--- src/rtl/pc_gen.sv ---
// Program-counter generator with a circular return-address stack for the MIPS fetch front end.
// Latency: the PC selected by the inputs appears on pc one cycle later, with no bypass path.
// Backpressure: stall holds pc, the RAS and ras_count and clears ras_ovf. There is no valid/ready handshake.
//
// Ports:
//   clk, rst        rising-edge clock, synchronous active-high reset
//   stall           hold PC and RAS this cycle
//   pc_sel          000 seq, 001 branch, 010 j, 011 jal, 100 jr, 101 ret (110/111 = seq)
//   br_imm/br_taken branch word offset and condition
//   j_index         jump instruction index field
//   jr_target       register jump target, also the fallback for ret on an empty RAS
//   exc_req/eret/epc exception entry, exception return and its address
//   pc, pc_plus4    current PC (registered) and PC+4 (combinational)
//   ras_count       valid RAS entries
//   ras_ovf         one-cycle pulse after a jal overwrote the oldest entry
//   pc_misalign     PC is not word aligned (flag only)
module pc_gen #(
   parameter int          WIDTH      = 32,
   parameter logic [31:0] RESET_PC   = 32'h0000_3000,
   parameter logic [31:0] EXC_VECTOR = 32'h0000_4180,
   parameter int          RAS_DEPTH  = 4
) (
   input  logic                           clk,
   input  logic                           rst,
   input  logic                           stall,
   input  logic [2:0]                     pc_sel,
   input  logic [15:0]                    br_imm,
   input  logic                           br_taken,
   input  logic [25:0]                    j_index,
   input  logic [WIDTH-1:0]               jr_target,
   input  logic                           exc_req,
   input  logic                           eret,
   input  logic [WIDTH-1:0]               epc,
   output logic [WIDTH-1:0]               pc,
   output logic [WIDTH-1:0]               pc_plus4,
   output logic [$clog2(RAS_DEPTH+1)-1:0] ras_count,
   output logic                           ras_ovf,
   output logic                           pc_misalign
);

   localparam int CW = $clog2(RAS_DEPTH + 1);
   localparam int PW = $clog2(RAS_DEPTH);

   localparam logic [WIDTH-1:0] RESET_PC_W   = WIDTH'(RESET_PC);
   localparam logic [WIDTH-1:0] EXC_VECTOR_W = WIDTH'(EXC_VECTOR);

   localparam logic [2:0] SEL_SEQ = 3'b000;
   localparam logic [2:0] SEL_BR  = 3'b001;
   localparam logic [2:0] SEL_J   = 3'b010;
   localparam logic [2:0] SEL_JAL = 3'b011;
   localparam logic [2:0] SEL_JR  = 3'b100;
   localparam logic [2:0] SEL_RET = 3'b101;

   logic [WIDTH-1:0] ras_mem [RAS_DEPTH];
   // ras_ptr is the next slot to write. The top of stack is the slot just below it.
   // When the stack is full, ras_ptr also points at the oldest entry, so a push overwrites it.
   logic [PW-1:0]    ras_ptr;
   logic [PW-1:0]    ptr_inc;
   logic [PW-1:0]    ptr_dec;
   logic             ras_full;
   logic             ras_push;
   logic [WIDTH-1:0] br_off;
   logic [WIDTH-1:0] j_target;

   assign pc_plus4    = pc + WIDTH'(4);
   assign pc_misalign = |pc[1:0];

   // Sign-extended word offset, scaled to bytes.
   assign br_off   = {{(WIDTH-18){br_imm[15]}}, br_imm, 2'b00};
   assign j_target = {pc_plus4[WIDTH-1:28], j_index, 2'b00};

   // Explicit wrap so that depths which are not a power of two stay inside the array.
   assign ptr_inc  = (ras_ptr == PW'(RAS_DEPTH-1)) ? '0 : ras_ptr + PW'(1);
   assign ptr_dec  = (ras_ptr == '0) ? PW'(RAS_DEPTH-1) : ras_ptr - PW'(1);
   assign ras_full = (ras_count == CW'(RAS_DEPTH));

   assign ras_push = !rst && !exc_req && !eret && !stall && (pc_sel == SEL_JAL);

   // Entry storage carries no reset. Only the pointer and the count define validity.
   always_ff @(posedge clk) begin
      if (ras_push) begin
         ras_mem[ras_ptr] <= pc_plus4;
      end
   end

   always_ff @(posedge clk) begin
      if (rst) begin
         pc        <= RESET_PC_W;
         ras_count <= '0;
         ras_ovf   <= 1'b0;
         ras_ptr   <= '0;
      end else begin
         ras_ovf <= 1'b0;
         if (exc_req) begin
            pc <= EXC_VECTOR_W;
         end else if (eret) begin
            pc <= epc;
         end else if (!stall) begin
            case (pc_sel)
               SEL_SEQ: pc <= pc_plus4;
               SEL_BR:  pc <= br_taken ? (pc_plus4 + br_off) : pc_plus4;
               SEL_J:   pc <= j_target;
               SEL_JAL: begin
                  pc      <= j_target;
                  ras_ptr <= ptr_inc;
                  if (ras_full) begin
                     ras_ovf <= 1'b1;
                  end else begin
                     ras_count <= ras_count + CW'(1);
                  end
               end
               SEL_JR:  pc <= jr_target;
               SEL_RET: begin
                  // An empty stack falls back to the register target. There is no pop and no error.
                  if (ras_count != '0) begin
                     pc        <= ras_mem[ptr_dec];
                     ras_ptr   <= ptr_dec;
                     ras_count <= ras_count - CW'(1);
                  end else begin
                     pc <= jr_target;
                  end
               end
               default: pc <= pc_plus4;
            endcase
         end
      end
   end

endmodule

--- config.mk ---
export PLATFORM = sky130hd
export DESIGN_NAME = pc_gen
export DESIGN_NICKNAME = d
export VERILOG_FILES = /design/src/rtl/pc_gen.sv
export SDC_FILE = /design/constraint.sdc
export NUM_CORES = 1
export LEC_CHECK = 0
export ABC_AREA = 1
export BUFFER_PORTS_ARGS = -buffer_cell sky130_fd_sc_hd__buf_2
export CAP_MARGIN = 20
export CORE_MARGIN = 3
export CORE_UTILIZATION = 40
export DETAILED_ROUTE_END_ITERATION = 7
export HOLD_SLACK_MARGIN = 0.05
export PLACE_DENSITY = 0.57
export SLEW_MARGIN = 20
export SYNTH_ARGS = -nofsm -noshare
export SYNTH_HDL_FRONTEND = slang
export SYNTH_SLANG_ARGS = --single-unit
--- constraint.sdc ---
create_clock -name clk -period 9.92 [get_ports clk]
set_input_delay 1.984 -clock clk [delete_from_list [all_inputs] [get_ports clk]]
set_output_delay 1.984 -clock clk [all_outputs]
set_load 0.005 [all_outputs]
Word level (Yosys, flattened, before mapping)
Memory sizes are Yosys's and may differ from the RTL's.
Index checks and enable logic that the tools add are counted.
Operators by class
  eq/ne operators: 11
  bitwise operators: 4
  mux-type cells: 16
  reduce and logical (&&, ||, !) cells: 17
  add/sub/neg operators: 6
Operators with widths (number)
  2-to-1 mux 32 bit: 4
  case mux 32 bit (4 select lines): 1
  adder 32 x 3 -> 32 bit, second input constant: 1
  adder 32 bit: 1
  2-to-1 mux 15 bit: 1
  equality test 3 bit, second input constant: 3
  equality test 3 x 2 -> 1 bit, second input constant: 2
  2-to-1 mux 2 bit: 3
  2-to-1 mux 3 bit: 2
  case mux 3 bit (2 select lines): 1
  AND reduction 6 bit: 1
  OR reduction 2 bit: 3
  AND reduction 5 bit: 1
  OR reduction 5 bit: 1
  logical AND 1 bit: 4
  zero test 1 bit: 4
  != test 2 bit, second input constant: 2
  NOT 1 bit: 4
  case mux 2 bit (2 select lines): 1
  adder 3 x 1 -> 3 bit, second input constant: 1
  equality test 3 x 1 -> 1 bit, second input constant: 1
  2-to-1 mux 1 bit: 3
  != test 3 x 1 -> 1 bit, second input constant: 1
  nonzero test 3 bit: 1
  7 further kinds: 7
Storage, ports and cells
  input bits: 115
  memory bits (writable): 128
  memories: 1
  register bits: 38
  output and inout bits: 69
  word-level logic and storage cells: 60
Memory list
  ras_mem: words 4, bits a word 32, read ports 1, clocked after Yosys merged registers in 0, wr ports 1, RTL line 54  | logic [WIDTH-1:0] ras_mem [RAS_DEPTH];

Depth between registers and ports, before layout
An unclocked memory read counts as a cell.
  depth in word-level cells: 8
  gate-level depth with buffers: 25

Worst setup path after synthesis
No wires, ideal clock.
  path kind: in2reg
  start point: input port eret
  end point: memory ras_mem[0][0], enable pin
  path buffers: 2
  setup slack: 5.188 ns
  arrival time: 4.310 ns
  cell stages on the path: 5
  cell sequence: clkbuf_1 -> nor2_1 -> clkbuf_1 -> nand3_1 -> nor2_1
On the way
  longest elaborated chain between the ends: 6
RTL lines
  start: declaration: RTL line 32  | input logic eret,
  zero test 1 bit: RTL line 77  | assign ras_push = !rst && !exc_req && !eret && !stall && (pc_sel == SEL_JAL);
  logical AND 1 bit (3 in a row): RTL line 77
  2-to-1 mux 1 bit: RTL line 81  | if (ras_push) begin
  2-to-1 mux 1 bit (not written as such): RTL line 82  | ras_mem[ras_ptr] <= pc_plus4;
  end: declaration: RTL line 54
Every way passes these cells.

Final worst setup path
  start point: register pc[15]
  end point: output port pc_plus4[19]
On the way
  longest elaborated chain between the ends: 1
RTL lines
  start: declaration: RTL line 34  | output logic [WIDTH-1:0] pc,
  start signal: assignment: RTL line 97  | pc <= epc;
  start signal: assignment: RTL line 100  | SEL_SEQ: pc <= pc_plus4;
  start signal: assignment: RTL line 101  | SEL_BR: pc <= br_taken ? (pc_plus4 + br_off) : pc_plus4;
  adder 32 x 3 -> 32 bit: RTL line 65  | assign pc_plus4 = pc + WIDTH'(4);
  end: declaration: RTL line 35  | output logic [WIDTH-1:0] pc_plus4,
Every way passes these cells.

==> impl_metrics.json <==
{
  "crit_chain": "nand2_1, nor2_1, nand2_1, nor3_1, or2_2, and2_1, buf_2",
  "root_buffer": "clkbuf_16",
  "cts-htree-levels": 4,
  "antenna_cells": 0,
  "tritoncts.num_buffers": 17,
  "rsz0062_at_grt": "false",
  "multi_input_comb_area_um2": 5410,
  "fmax_mhz": 212,
  "dpl_cell_area_um2": 12300,
  "critPathSlowestCell": "dfxtp_1",
  "first_pass_iters": 6,
  "slew_violations": 0,
  "worst_pin_slew_ps": 1180,
  "fin_crit_sh_pct": 47.6,
  "ys_ff_latch": 166,
  "yosys-top-cells-count": "nand2_1 (496), inv_1 (204), nor2_1 (143)",
  "synth_edf_count": 128,
  "viasPerCell": 5.36,
  "place_hpwl_um": 31400,
  "vdd_drop_max_v": 0.000116,
  "ff2ff_setup_slack_ps": 5810,
  "fin_crit_ps": 4720,
  "critPathRequiredTime_ps": 7940,
  "insertion_delay_ps": 440,
  "synth_nets": 1669,
  "wire_per_inst_um": 20.4,
  "core_um2": 26500,
  "end_kind": "output pin",
  "fillerInstances": 2723,
  "drv_cap": 0,
  "grt_overflow_total": 0,
  "cts_resized": 0,
  "worst_hold_path_type": "register to register",
  "ctsHoldBuffers": 0,
  "crit_top_cell": "nand2_1",
  "relSlewSlack_pct": 21.1,
  "clock-sinks": 166,
  "grt_pass1_vias": 10300,
  "drive_above_1_share_pct": 16.4,
  "port_buffers": 183,
  "yosys-top-cells-area": "edfxtp_1 (35%), nand2_1 (17%), inv_1 (7.0%)",
  "synthCells": 1513,
  "clkTransAtPathRegs_ps": 70,
  "crit_fanout": 7,
  "vias": 10900,
  "syn_avg_cell_area_um2": 7.24,
  "grt_max_degree": 71,
  "globalplace.congestion": 0.917,
  "ys_types": 50,
  "drtIter0Drc": 1121,
  "syn2layout_area_growth_pct": 17.9,
  "die_h_um": 171,
  "setup_viol": 0,
  "routed_wl_um": 41600,
  "initial_utilization_pct": 41.3,
  "cp_slowest_stage_delay_ps": 520,
  "yosysWarnings": 0,
  "cts_tree": "yes",
  "p_leak_nw": 6.05,
  "groute.usage.overall_pct": 28.3,
  "fin_area_um2": 12900,
  "hold_violations": 0,
  "synth_seq_area_share_pct": 42.0,
  "drc": 0,
  "clockBufferDepth": 2,
  "synthesis.area_um2": 11000,
  "critPathArrivalTime_ps": 2740,
  "status": "finished, final reports clean",
  "worstSetupPathType": "register to output pin",
  "async_reset_ff_share_pct": 0,
  "cts_setup_buffers": 0,
  "rows": 59,
  "p_per_area_nw_per_um2": 132,
  "die_w_um": 171,
  "design.die.area_um2": 29400,
  "skew_ps": 11.4,
  "regArea_um2": 4600,
  "grt_pass1_wl_um": 61500,
  "yosys.area.top_type": "edfxtp_1",
  "synth.top_cell.area_share_pct": 35.1,
  "nets": 1847,
  "synthFlopType": "edfxtp_1",
  "synth.most_common_cell": "nand2_1",
  "ant_nets": 0,
  "critPathLaunchType": "register",
  "finalSetupTns_ps": 0,
  "antenna_found_initial": 1,
  "ios": 184
}
==> power breakdown <==
group	internal, mW	switching [mW]	leakage [nW]
Sequential	0.754	0.0143	1.48
Clock	0.354	0.304	0.279
Combinational	0.0927	0.186	4.30
==> metal layers <==
layer	global-route usage [%]	vias to the layer above	part of all wire, %
li1	-	5315	-
met1	38.6	5071	43
met2	45.6	473	46
met3	5.22	60	8.5
met4	9.03	2	2.7
met5	0	-	0.019
==> path summary, 6_finish.rpt <==
check | start | end | cells after the start
hold reg to reg | ras_count[2] | ras_ovf | 2
setup reg to reg | pc[3] | pc[12] | 17
setup / recovery | pc[15] | pc_plus4[19] | 7
hold / removal | ras_count[2] | ras_ovf | 2
==> state kept, by name, summed over array words and instances, names as in the netlist, named ones only <==
register and cells:
ras_mem 128, pc 30, ras_count 3, ras_ptr 2, ras_ovf 1
==> critical path, delay by kind of cell, from the launching register on <==
| family | cells | cell delay [ps] |
|---|---|---|
| buf+inv | 1 | 200 |
| simple gates | 6 | 1580 |
| flops | 1 | 520 |
==> layout by cell type, fill, tap and decap left out, types with 5 or more instances in the layout <==
master	n
inv_2	6
and2_1	6
nor3_1	13
nor2_1	138
buf_2	183
clkbuf_16	17
or2_2	9
a221oi_1	14
xor2_1	12
nand3_1	108
o21ai_0	86
nor2_4	7
nand2_1	495
a22o_1	6
nand2_2	8
dfxtp_1	38
edfxtp_1	128
a21oi_1	59
ha_1	39
inv_1	204
buf_4	16
a31oi_1	13
nand4_1	18
o21ai_1	5
inv_6	5
nor2_2	5
==> kinds of logic after synthesis <==
logic type | after synthesis | share of synthesized area, %
xor+xnor | 16 | 1.28
buf+inv | 255 | 8.97
fa+ha+maj | 41 | 4.82
compound gates | 217 | 11.6
simple gates | 818 | 31.3
flops | 166 | 42.0
==> metrics by stage <==
stage / hold slack, ps / utilization, % / std cells / power [mW] / setup slack [ps]
final: 502 / 48.7 / 2039 / 1.71 / 5200
after global routing: 533 / 48.7 / 2039 / 1.77 / 5150
after CTS: 506 / 48.7 / 2039 / 1.71 / 5240
after detailed placement: 495 / 46.6 / 2007 / 1.06 / 5120
after global placement: 492 / 46.3 / 2004 / 1.06 / 5200
after floorplan: 476 / - / 1513 / 0.935 / 5190
==> layout make-up <==
type / instances / area share [%]
clock buffers: 18 / 3.32
clock inverters: 14 / 1.09
inverters: 212 / 6.16
multi-input cells: 1092 / 41.9
flip-flops and latches: 166 / 35.7
well taps: 335 / 3.25
repair buffers: 202 / 8.60
No activity file was read; power rests on OpenSTA's default activity.
